$ cat config.mk
export PLATFORM = sky130hd
export DESIGN_NAME = mult_radix16_seq_flat
export DESIGN_NICKNAME = d
export VERILOG_FILES = /design/src/rtl/mult_pkg.sv /design/src/rtl/mult_radix16_seq_if.sv /design/src/rtl/mux16to1_w.sv /design/src/rtl/mult_radix16_seq.sv /design/src/flat_wrapper.sv
export SDC_FILE = /design/constraint.sdc
export NUM_CORES = 2
export LEC_CHECK = 0
export ABC_AREA = 1
export ABC_CLOCK_PERIOD_IN_PS = 5000
export BUFFER_PORTS_ARGS = -buffer_cell sky130_fd_sc_hd__buf_2
export CAP_MARGIN = 20
export CORE_MARGIN = 3
export CORE_UTILIZATION = 30
export DETAILED_ROUTE_END_ITERATION = 10
export GPL_TIMING_DRIVEN = 0
export PLACE_DENSITY_LB_ADDON = 0.15
export SYNTH_ARGS = -nofsm -noshare
export SYNTH_HDL_FRONTEND = slang
export SYNTH_HIERARCHICAL = 1
export SYNTH_SLANG_ARGS = --single-unit
$ cat constraint.sdc
create_clock -name clk -period 5 [get_ports clk]
set_input_delay 1 -clock clk [delete_from_list [all_inputs] [get_ports clk]]
set_output_delay 1 -clock clk [all_outputs]
set_load 0.01 [all_outputs]
$ cat src/rtl/mult_pkg.sv
// Shared types and constants for the radix-16 sequential multiplier.
package mult_pkg;

  localparam int unsigned DIGIT_W = 4;
  localparam int unsigned NMULT   = 16;

  typedef enum logic [1:0] {
    IDLE  = 2'd0,
    BUILD = 2'd1,
    ACCUM = 2'd2,
    DONE  = 2'd3
  } state_t;

endpackage

$ cat src/rtl/mult_radix16_seq_if.sv
// Request/response bundle between the multiply unit and this controller.
interface mult_radix16_seq_if #(
  parameter int unsigned WIDTH = 32
);
  logic                 start;
  logic [WIDTH-1:0]     a;
  logic [WIDTH-1:0]     b;
  logic                 busy;
  logic                 done;
  logic [2*WIDTH-1:0]   product;

  modport master (output start, a, b, input busy, done, product);
  modport slave  (input start, a, b, output busy, done, product);
endinterface

$ cat src/rtl/mux16to1_w.sv
// Combinational 16-to-1 selector over W-bit entries.
module mux16to1_w
  import mult_pkg::*;
#(
  parameter int unsigned W = 36
) (
  input  logic [W-1:0]       din [NMULT],
  input  logic [DIGIT_W-1:0] sel,
  output logic [W-1:0]       dout_c
);

  assign dout_c = din[sel];

endmodule

$ cat src/rtl/mult_radix16_seq.sv
// Unsigned radix-16 sequential multiplier: builds 0..15*A, then accumulates
// one shifted multiple per 4-bit digit of B with fixed latency.
module mult_radix16_seq
  import mult_pkg::*;
#(
  parameter int unsigned WIDTH = 32
) (
  input  logic                 clk,
  input  logic                 rst,
  mult_radix16_seq_if.slave    bus
);

  localparam int unsigned NDIG = WIDTH / DIGIT_W;
  localparam int unsigned TW   = WIDTH + DIGIT_W;
  localparam int unsigned PW   = 2 * WIDTH;
  localparam int unsigned IW   = (NDIG > 1) ? $clog2(NDIG) : 1;

  state_t               state;
  state_t               state_n;
  logic                 accept_c;

  logic [WIDTH-1:0]     a_q;
  logic [WIDTH-1:0]     b_q;
  logic [TW-1:0]        tbl [NMULT];
  logic [3:0]           k;
  logic [IW-1:0]        i;
  logic [PW-1:0]        product_q;
  logic                 busy_q;
  logic                 done_q;

  logic [DIGIT_W-1:0]   digit_c;
  logic [TW-1:0]        mult_sel_c;
  logic [TW-1:0]        build_sum_c;
  logic [PW-1:0]        accum_sum_c;

  assign digit_c     = b_q[{i, 2'b00} +: DIGIT_W];
  assign build_sum_c = tbl[k - 4'd1] + TW'(a_q);
  // Upper bits shifted out are always zero, so the truncation is exact.
  assign accum_sum_c = product_q + (PW'(mult_sel_c) << {i, 2'b00});

  mux16to1_w #(.W(TW)) u_mux (
    .din    (tbl),
    .sel    (digit_c),
    .dout_c (mult_sel_c)
  );

  // Next-state and accept decode.
  always_comb begin
    state_n  = state;
    accept_c = 1'b0;
    case (state)
      IDLE: begin
        if (bus.start) begin
          accept_c = 1'b1;
          state_n  = BUILD;
        end
      end
      BUILD: begin
        if (k == 4'(NMULT - 1)) state_n = ACCUM;
      end
      ACCUM: begin
        if (i == IW'(NDIG - 1)) state_n = DONE;
      end
      DONE: begin
        if (bus.start) begin
          accept_c = 1'b1;
          state_n  = BUILD;
        end else begin
          state_n = IDLE;
        end
      end
      default: state_n = IDLE;
    endcase
  end

  // State, multiples table and accumulator.
  always_ff @(posedge clk) begin
    if (rst) begin
      state     <= IDLE;
      a_q       <= '0;
      b_q       <= '0;
      k         <= '0;
      i         <= '0;
      product_q <= '0;
      busy_q    <= 1'b0;
      done_q    <= 1'b0;
      for (int j = 0; j < NMULT; j++) tbl[j] <= '0;
    end else begin
      state  <= state_n;
      busy_q <= (state_n == BUILD) || (state_n == ACCUM);
      done_q <= (state_n == DONE);
      if (accept_c) begin
        a_q       <= bus.a;
        b_q       <= bus.b;
        tbl[0]    <= '0;
        tbl[1]    <= TW'(bus.a);
        k         <= 4'd2;
        i         <= '0;
        product_q <= '0;
      end
      if (state == BUILD) begin
        tbl[k] <= build_sum_c;
        k      <= k + 4'd1;
      end
      if (state == ACCUM) begin
        product_q <= accum_sum_c;
        i         <= i + IW'(1);
      end
    end
  end

  assign bus.busy    = busy_q;
  assign bus.done    = done_q;
  assign bus.product = product_q;

endmodule

$ cat src/flat_wrapper.sv
// flat-port wrapper written by rule: the top's interface ports become plain ports
module mult_radix16_seq_flat import mult_pkg::*;
#(
  parameter int unsigned WIDTH = 32
)
  (clk, rst, bus_start, bus_a, bus_b, bus_busy, bus_done, bus_product);
  mult_radix16_seq_if #(.WIDTH(WIDTH)) bus_i ();
  input  logic clk;
  input  logic rst;
  input wire logic [$bits(bus_i.start)-1:0] bus_start;
  input wire logic [$bits(bus_i.a)-1:0] bus_a;
  input wire logic [$bits(bus_i.b)-1:0] bus_b;
  output wire logic [$bits(bus_i.busy)-1:0] bus_busy;
  output wire logic [$bits(bus_i.done)-1:0] bus_done;
  output wire logic [$bits(bus_i.product)-1:0] bus_product;
  assign bus_i.start = bus_start;
  assign bus_i.a = bus_a;
  assign bus_i.b = bus_b;
  assign bus_busy = bus_i.busy;
  assign bus_done = bus_i.done;
  assign bus_product = bus_i.product;
  mult_radix16_seq #(.WIDTH(WIDTH)) u_core (.clk(clk), .rst(rst), .bus(bus_i));
endmodule
# After elaboration in Yosys (flattened, before gate mapping)
# Cells that the tools add are included.
[totals] ff_bits=715 ramBits=0 n_memories=0 in_bits=67 rom_bits=0 latch_bits=0
[classes] bitwise=3 reduce_logical=6 n_lt_le_gt_ge=4 n_mux=25 shift=2 n_div=0 eq_ne=8 multipliers=0 n_addsub=5
[ops] operator="576-bit bitwise mux" n=1
[ops] operator="576-bit 2-to-1 mux" n=1
[ops] operator="36-bit binary-select mux with 4-bit select" n=2
[ops] operator="36-bit 2-to-1 mux" n=5
[ops] operator="36-bit demux with 4-bit select" n=1
[ops] operator="72-bit 2-to-1 mux" n=2
[ops] operator="64-bit 2-to-1 mux" n=2
[ops] operator="64-bit adder" n=1
[ops] operator="36-bit by 5-bit << shifter with 64-bit output" n=1
[ops] operator="36-bit by 32-bit adder with 36-bit output" n=1
[ops] operator="32-bit by 6-bit indexed part select with 4-bit output" n=1
[ops] operator="5-bit >= comparator (second input constant)" n=3
[ops] operator="4-bit inverter with 5-bit output" n=3
[ops] operator="2-bit equality test (second input constant)" n=4
[ops] operator="4-bit 2-to-1 mux" n=2
[ops] operator="2-bit case mux with 4 select lines" n=1
[ops] operator="2-bit 2-to-1 mux" n=3
[ops] operator="3-bit 2-to-1 mux" n=2
[ops] operator="5-bit by 1-bit < comparator with 1-bit output (second input constant)" n=1
[ops] operator="4-bit by 1-bit adder with 4-bit output (second input constant)" n=1
[ops] operator="2-bit by 1-bit equality test with 1-bit output (second input constant)" n=2
[ops] operator="4-bit equality test (second input constant)" n=1
[ops] operator="2-bit nonzero test" n=2
[ops] operator="4-bit by 1-bit subtractor with 4-bit output (second input constant)" n=1
[ops] operator="other kinds (7)" n=9

# Depth between registers and ports, before layout
[depth] ltp_word=8 depth_mapped=37 mapped_depth_nobuf=34

# Hierarchy
# The synthesis kept the hierarchy.
[by_module_without_submodules] mod="mult_radix16_seq" n_inst=1 seq_area_each_um2=14313.7 area_per_inst_um2=41172.0 cells_per_inst=6462
[by_module_without_submodules] mod="mux16to1_w" n_inst=1 seq_area_each_um2=0.0 area_per_inst_um2=7343.3 cells_per_inst=1740

# Least setup slack after synthesis
# No wires, ideal clock.
[synth_path] kind="register to register" from="register u_core.k[0]" to="register with a tool-made name" t_required_ns=4.884 path_buffers=11 path_slack_ns=0.220 path_stages_with_launch=32 t_arrival_ns=4.663 cell_sequence="dfxtp_1 > buf_6 > inv_4 > buf_4 > buf_2 > buf_2 > clkbuf_1 > ha_1 > buf_2 > buf_2 > buf_2 > buf_2 > clkbuf_1 > a21oi_1 > a221oi_1 > o22ai_1 > inv_1 > ha_1 > fa_1 > inv_1 > nor2_1 > nor2_1 > o21ai_2 > nand2_1 > nand2_1 > nand2_1 > nand2_1 > nand2_1 > buf_2 > nand3_1 > o211ai_1 > inv_1"
[synth_lines] item="start: declaration" line_no="mult_radix16_seq.sv:25" source="logic [3:0] k;"
[synth_lines] item="start signal: assignment" line_no="mult_radix16_seq.sv:103" source="k <= k + 4'd1;"

# Final worst setup path
[layout_path] from="register u_core.i[0]" to="register u_core.product_q[52] (netlist: u_core/bus.product[52])"
[layout_via] elab_chain_len=8
[layout_lines] item="start: declaration" line_no="mult_radix16_seq.sv:26" source="logic [IW-1:0] i;"
[layout_lines] item="start signal: assignment" line_no="mult_radix16_seq.sv:107" source="i <= i + IW'(1);"
[layout_lines] item="32-bit by 6-bit indexed part select with 4-bit output" line_no="mult_radix16_seq.sv:36" source="assign digit_c = b_q[{i, 2'b00} +: DIGIT_W];"
[layout_lines] item="via u_core.digit_c[0]" line_no="mult_radix16_seq.sv:31" source="logic [DIGIT_W-1:0] digit_c;"
[layout_lines] item="4-bit inverter with 5-bit output (implied by the code)" line_no="mux16to1_w.sv:12" source="assign dout_c = din[sel];"
[layout_lines] item="36-bit binary-select mux with 4-bit select" line_no="mux16to1_w.sv:12"
[layout_lines] item="36-bit 2-to-1 mux (implied by the code) (2 in series)" line_no="mux16to1_w.sv:12"
[layout_lines] item="via u_core.mult_sel_c[27]" line_no="mult_radix16_seq.sv:32" source="logic [TW-1:0] mult_sel_c;"
[layout_lines] item="36-bit by 5-bit << shifter with 64-bit output" line_no="mult_radix16_seq.sv:39" source="assign accum_sum_c = product_q + (PW'(mult_sel_c) << {i, 2'b00});"
[layout_lines] item="64-bit adder" line_no="mult_radix16_seq.sv:39"
[layout_lines] item="64-bit 2-to-1 mux" line_no="mult_radix16_seq.sv:105" source="if (state == ACCUM) begin"
[layout_lines] item="end signal: assignment" line_no="mult_radix16_seq.sv:106" source="product_q <= accum_sum_c;"
[layout_lines] item="end: declaration" line_no="mult_radix16_seq.sv:27" source="logic [PW-1:0] product_q;"
# The timed path passes the listed nets, and every way through them passes these cells. The select of a mux whose other input is x is not followed.
# A chain may end at the register's enable or synchronous reset.

==> qor.txt <==
CP Class - register to register
Netlist cell types - 54
synthesized area - 48500 µm²
ys async rst share - 0
later-pin clock latency in the skew report - 0.77 ns
Max Slew Vio Count - 0
clock root buffer - clkbuf_16
Finished Layout Cells - 11000
Worst slew margin - 0.148
die footprint - 167000 µm²
DIE WIDTH - 408 µm
vias per inst - 5.66
post-synth net total - 8378
f_max - 192 MHz
Hold Vio Cnt, Final - 0
clock buffer depth - 3
clock skew - 0.0633 ns
# rows - 146
CTS clock-pin slew for the worst setup and hold paths - 0.06 ns
Congestion Overflow GR - 0
WL final - 338000 µm
first-pass GRT wire length - 445000 µm
Post-route DRC - 0
Placed Instances - 10500
Die Ht - 408 µm
CP startpoint - u_core/i[0]
final setup vio count - 142
outcome - complete, but fails checks
hold bufs inserted after CTS - 0
CP max FO - 8
1st-pass router iterations - 6
nets - 8903
most used cell, CP - nand2_1
worst-margin pin slew - 1.27 ns
worst vdd ir - 371 µV
power per cell area - 572 nW/µm²
overall routing resource usage - 0.380
CP Capture Type - register
setup ws final - -0.218 ns
gpl congestion - 1.06
CTS Sinks - 715
most common cell after layout, fill and taps aside - nand2_1
wire per inst - 30.8 µm
CP max stage delay - 0.42 ns
Yosys top cell area share - 0.295
CORE AREA - 159000 µm²
cts bufs inserted - 97
initial antenna violation count - 17
vias in the first global route - 54800
Final min period - 5.22 ns
sequential-to-total area share from yosys stat - 0.295
final worst-path cycle share - 1.04
Area growth syn-to-layout - 40.9%
met3 wire length - 46500 µm
worst r2r src - u_core/i[0]
worst hold slack - 0.479 ns
largest cells by area after synthesis - dfxtp_1 (30%), nand2_1 (14%), inv_1 (11%)
largest net degree at the start of global routing - 15
met1 WL - 139000 µm
slowest cell on the critical path - dfxtp_4
Syn Area/Cell - 5.92 µm²
Pleak - 30.6 nW
number of buffers added on ports - 131
RSZ-0062 raised after global routing - true
Worst Path Arrival - 5.82 ns
area leader, netlist - dfxtp_1
H-tree depth reported by CTS - 3
Detail Route Antenna Nets - 0
worst hold-check path type - register to register
Required @ worst endpoint - 5.60 ns
Max Cap Violations - 0
fillcell total - 16800
setup TNS - -7.48 ns
Most used DFF post-synth - dfxtp_1
Critical Path Start Type - register
Post-Place Cell Area - 52300 µm²
Syn Inst Count - 8202
Top Ports - 133
yosys warns - 6
most frequent cells in the layout - nand2_1 (1623), inv_1 (1367), nand3_1 (797)
DR vias - 62000
initial drt markers - 8931
hpwl dp - 254000 µm
layout cells sized above 1 - 0.239
CTS tree - yes
DR top layer - met5
Initial Util - 0.304
#FFs+latches synth - 715
EDFF count, synth - 0
met2 routed WL - 130000 µm
cell area after layout - 68400 µm²
failing checks - negative setup slack
-- power by group --
part / leakage (nW) / internal (mW) / switching, mW
logic: 23.2 / 7.86 / 17.3
clock network: 1.70 / 4.56 / 3.19
registers: 5.78 / 5.95 / 0.243
total: 30.6 / 18.4 / 20.8
-- worst max-delay path, delay by kind of cell, from the launching register on --
kind | cells | cell delay, ns
AND/OR/NAND/NOR | 16 | 1.67
AO/OA/AOI/OAI | 5 | 0.73
flip-flops | 1 | 0.42
adder cells (fa/ha/maj) | 1 | 0.37
buffers and inverters | 10 | 1.54
multiplexers | 2 | 0.26
-- cell usage after synthesis, types with 14 or more instances --
cell type  instances
nor3_1            32
nor2_1           626
buf_6             28
clkbuf_1         324
inv_1           1452
dfxtp_1          715
a221oi_1          21
o211ai_1         173
o21ai_1           26
nand3_2           24
buf_4             14
mux2i_1           16
a31oi_1           15
ha_1             107
nand3_1         1016
o21ai_0          662
nand2_1         1863
buf_2            102
nand4_1           30
or2_2             22
a21oi_1          747
buf_1             64
-- final timing paths --
| kind | end | cells after the start | slack, ns |
|---|---|---|---|
| setup / recovery | u_core/bus.product[52] | 34 | -0.22 |
| hold / removal | register | 2 | 0.48 |
| setup reg to reg | u_core/bus.product[52] | 34 | -0.22 |
| hold reg to reg | register | 2 | 0.48 |
-- final cells by class --
| type | instances | area, µm² | area share |
|---|---|---|---|
| timing repair inverter | 1 | 11.3 | 0.000165 |
| clock buffer | 138 | 2860 | 0.0419 |
| antenna | 7 | 17.5 | 0.000256 |
| sequential | 715 | 14300 | 0.209 |
| clock inverter | 43 | 592 | 0.00866 |
| inverter | 1469 | 5650 | 0.0826 |
| tap | 2146 | 2690 | 0.0393 |
| timing repair buffer | 436 | 4110 | 0.0601 |
| buffer | 521 | 4160 | 0.0608 |
| multi-input combinational | 5486 | 34000 | 0.497 |
-- what timing repair did --
action,4_1_cts,5_1_grt
buffers inserted,164,84
gates cloned,10,18
hold endpoints to repair,0,0
endpoints found under the setup margin,641,477
gates resized for setup,1398,1242
pin swaps,229,316
-- routing by layer --
layer | up-vias | GRT usage
met4 | 18 | 0.205
met3 | 738 | 0.127
met1 | 30000 | 0.522
met2 | 3990 | 0.518
met5 | - | 0
li1 | 27300 | -
-- kinds of logic (layout without fill, tap and decap cells) --
group,Yosys count,in the layout,synth area share
simple gates,3660,3661,0.320
buf+inv,2002,2608,0.163
compound gates,1694,1694,0.189
flops,715,715,0.295
fa+ha+maj,109,109,0.0284
mux,16,16,0.00330
xor+xnor,6,6,0.00155
other cells,0,7,0
-- stage by stage --
stage	setup slack (ns)	util	power [mW]
after global placement	-5.18	0.325	21.7
final	-0.218	0.429	39.1
after detailed placement	-5.20	0.328	21.8
after CTS	-0.576	0.391	34.4
after global routing	-0.296	0.429	39.4
after floorplan	0.220	-	13.6
Note: power is estimated with default switching activity, not from simulation.
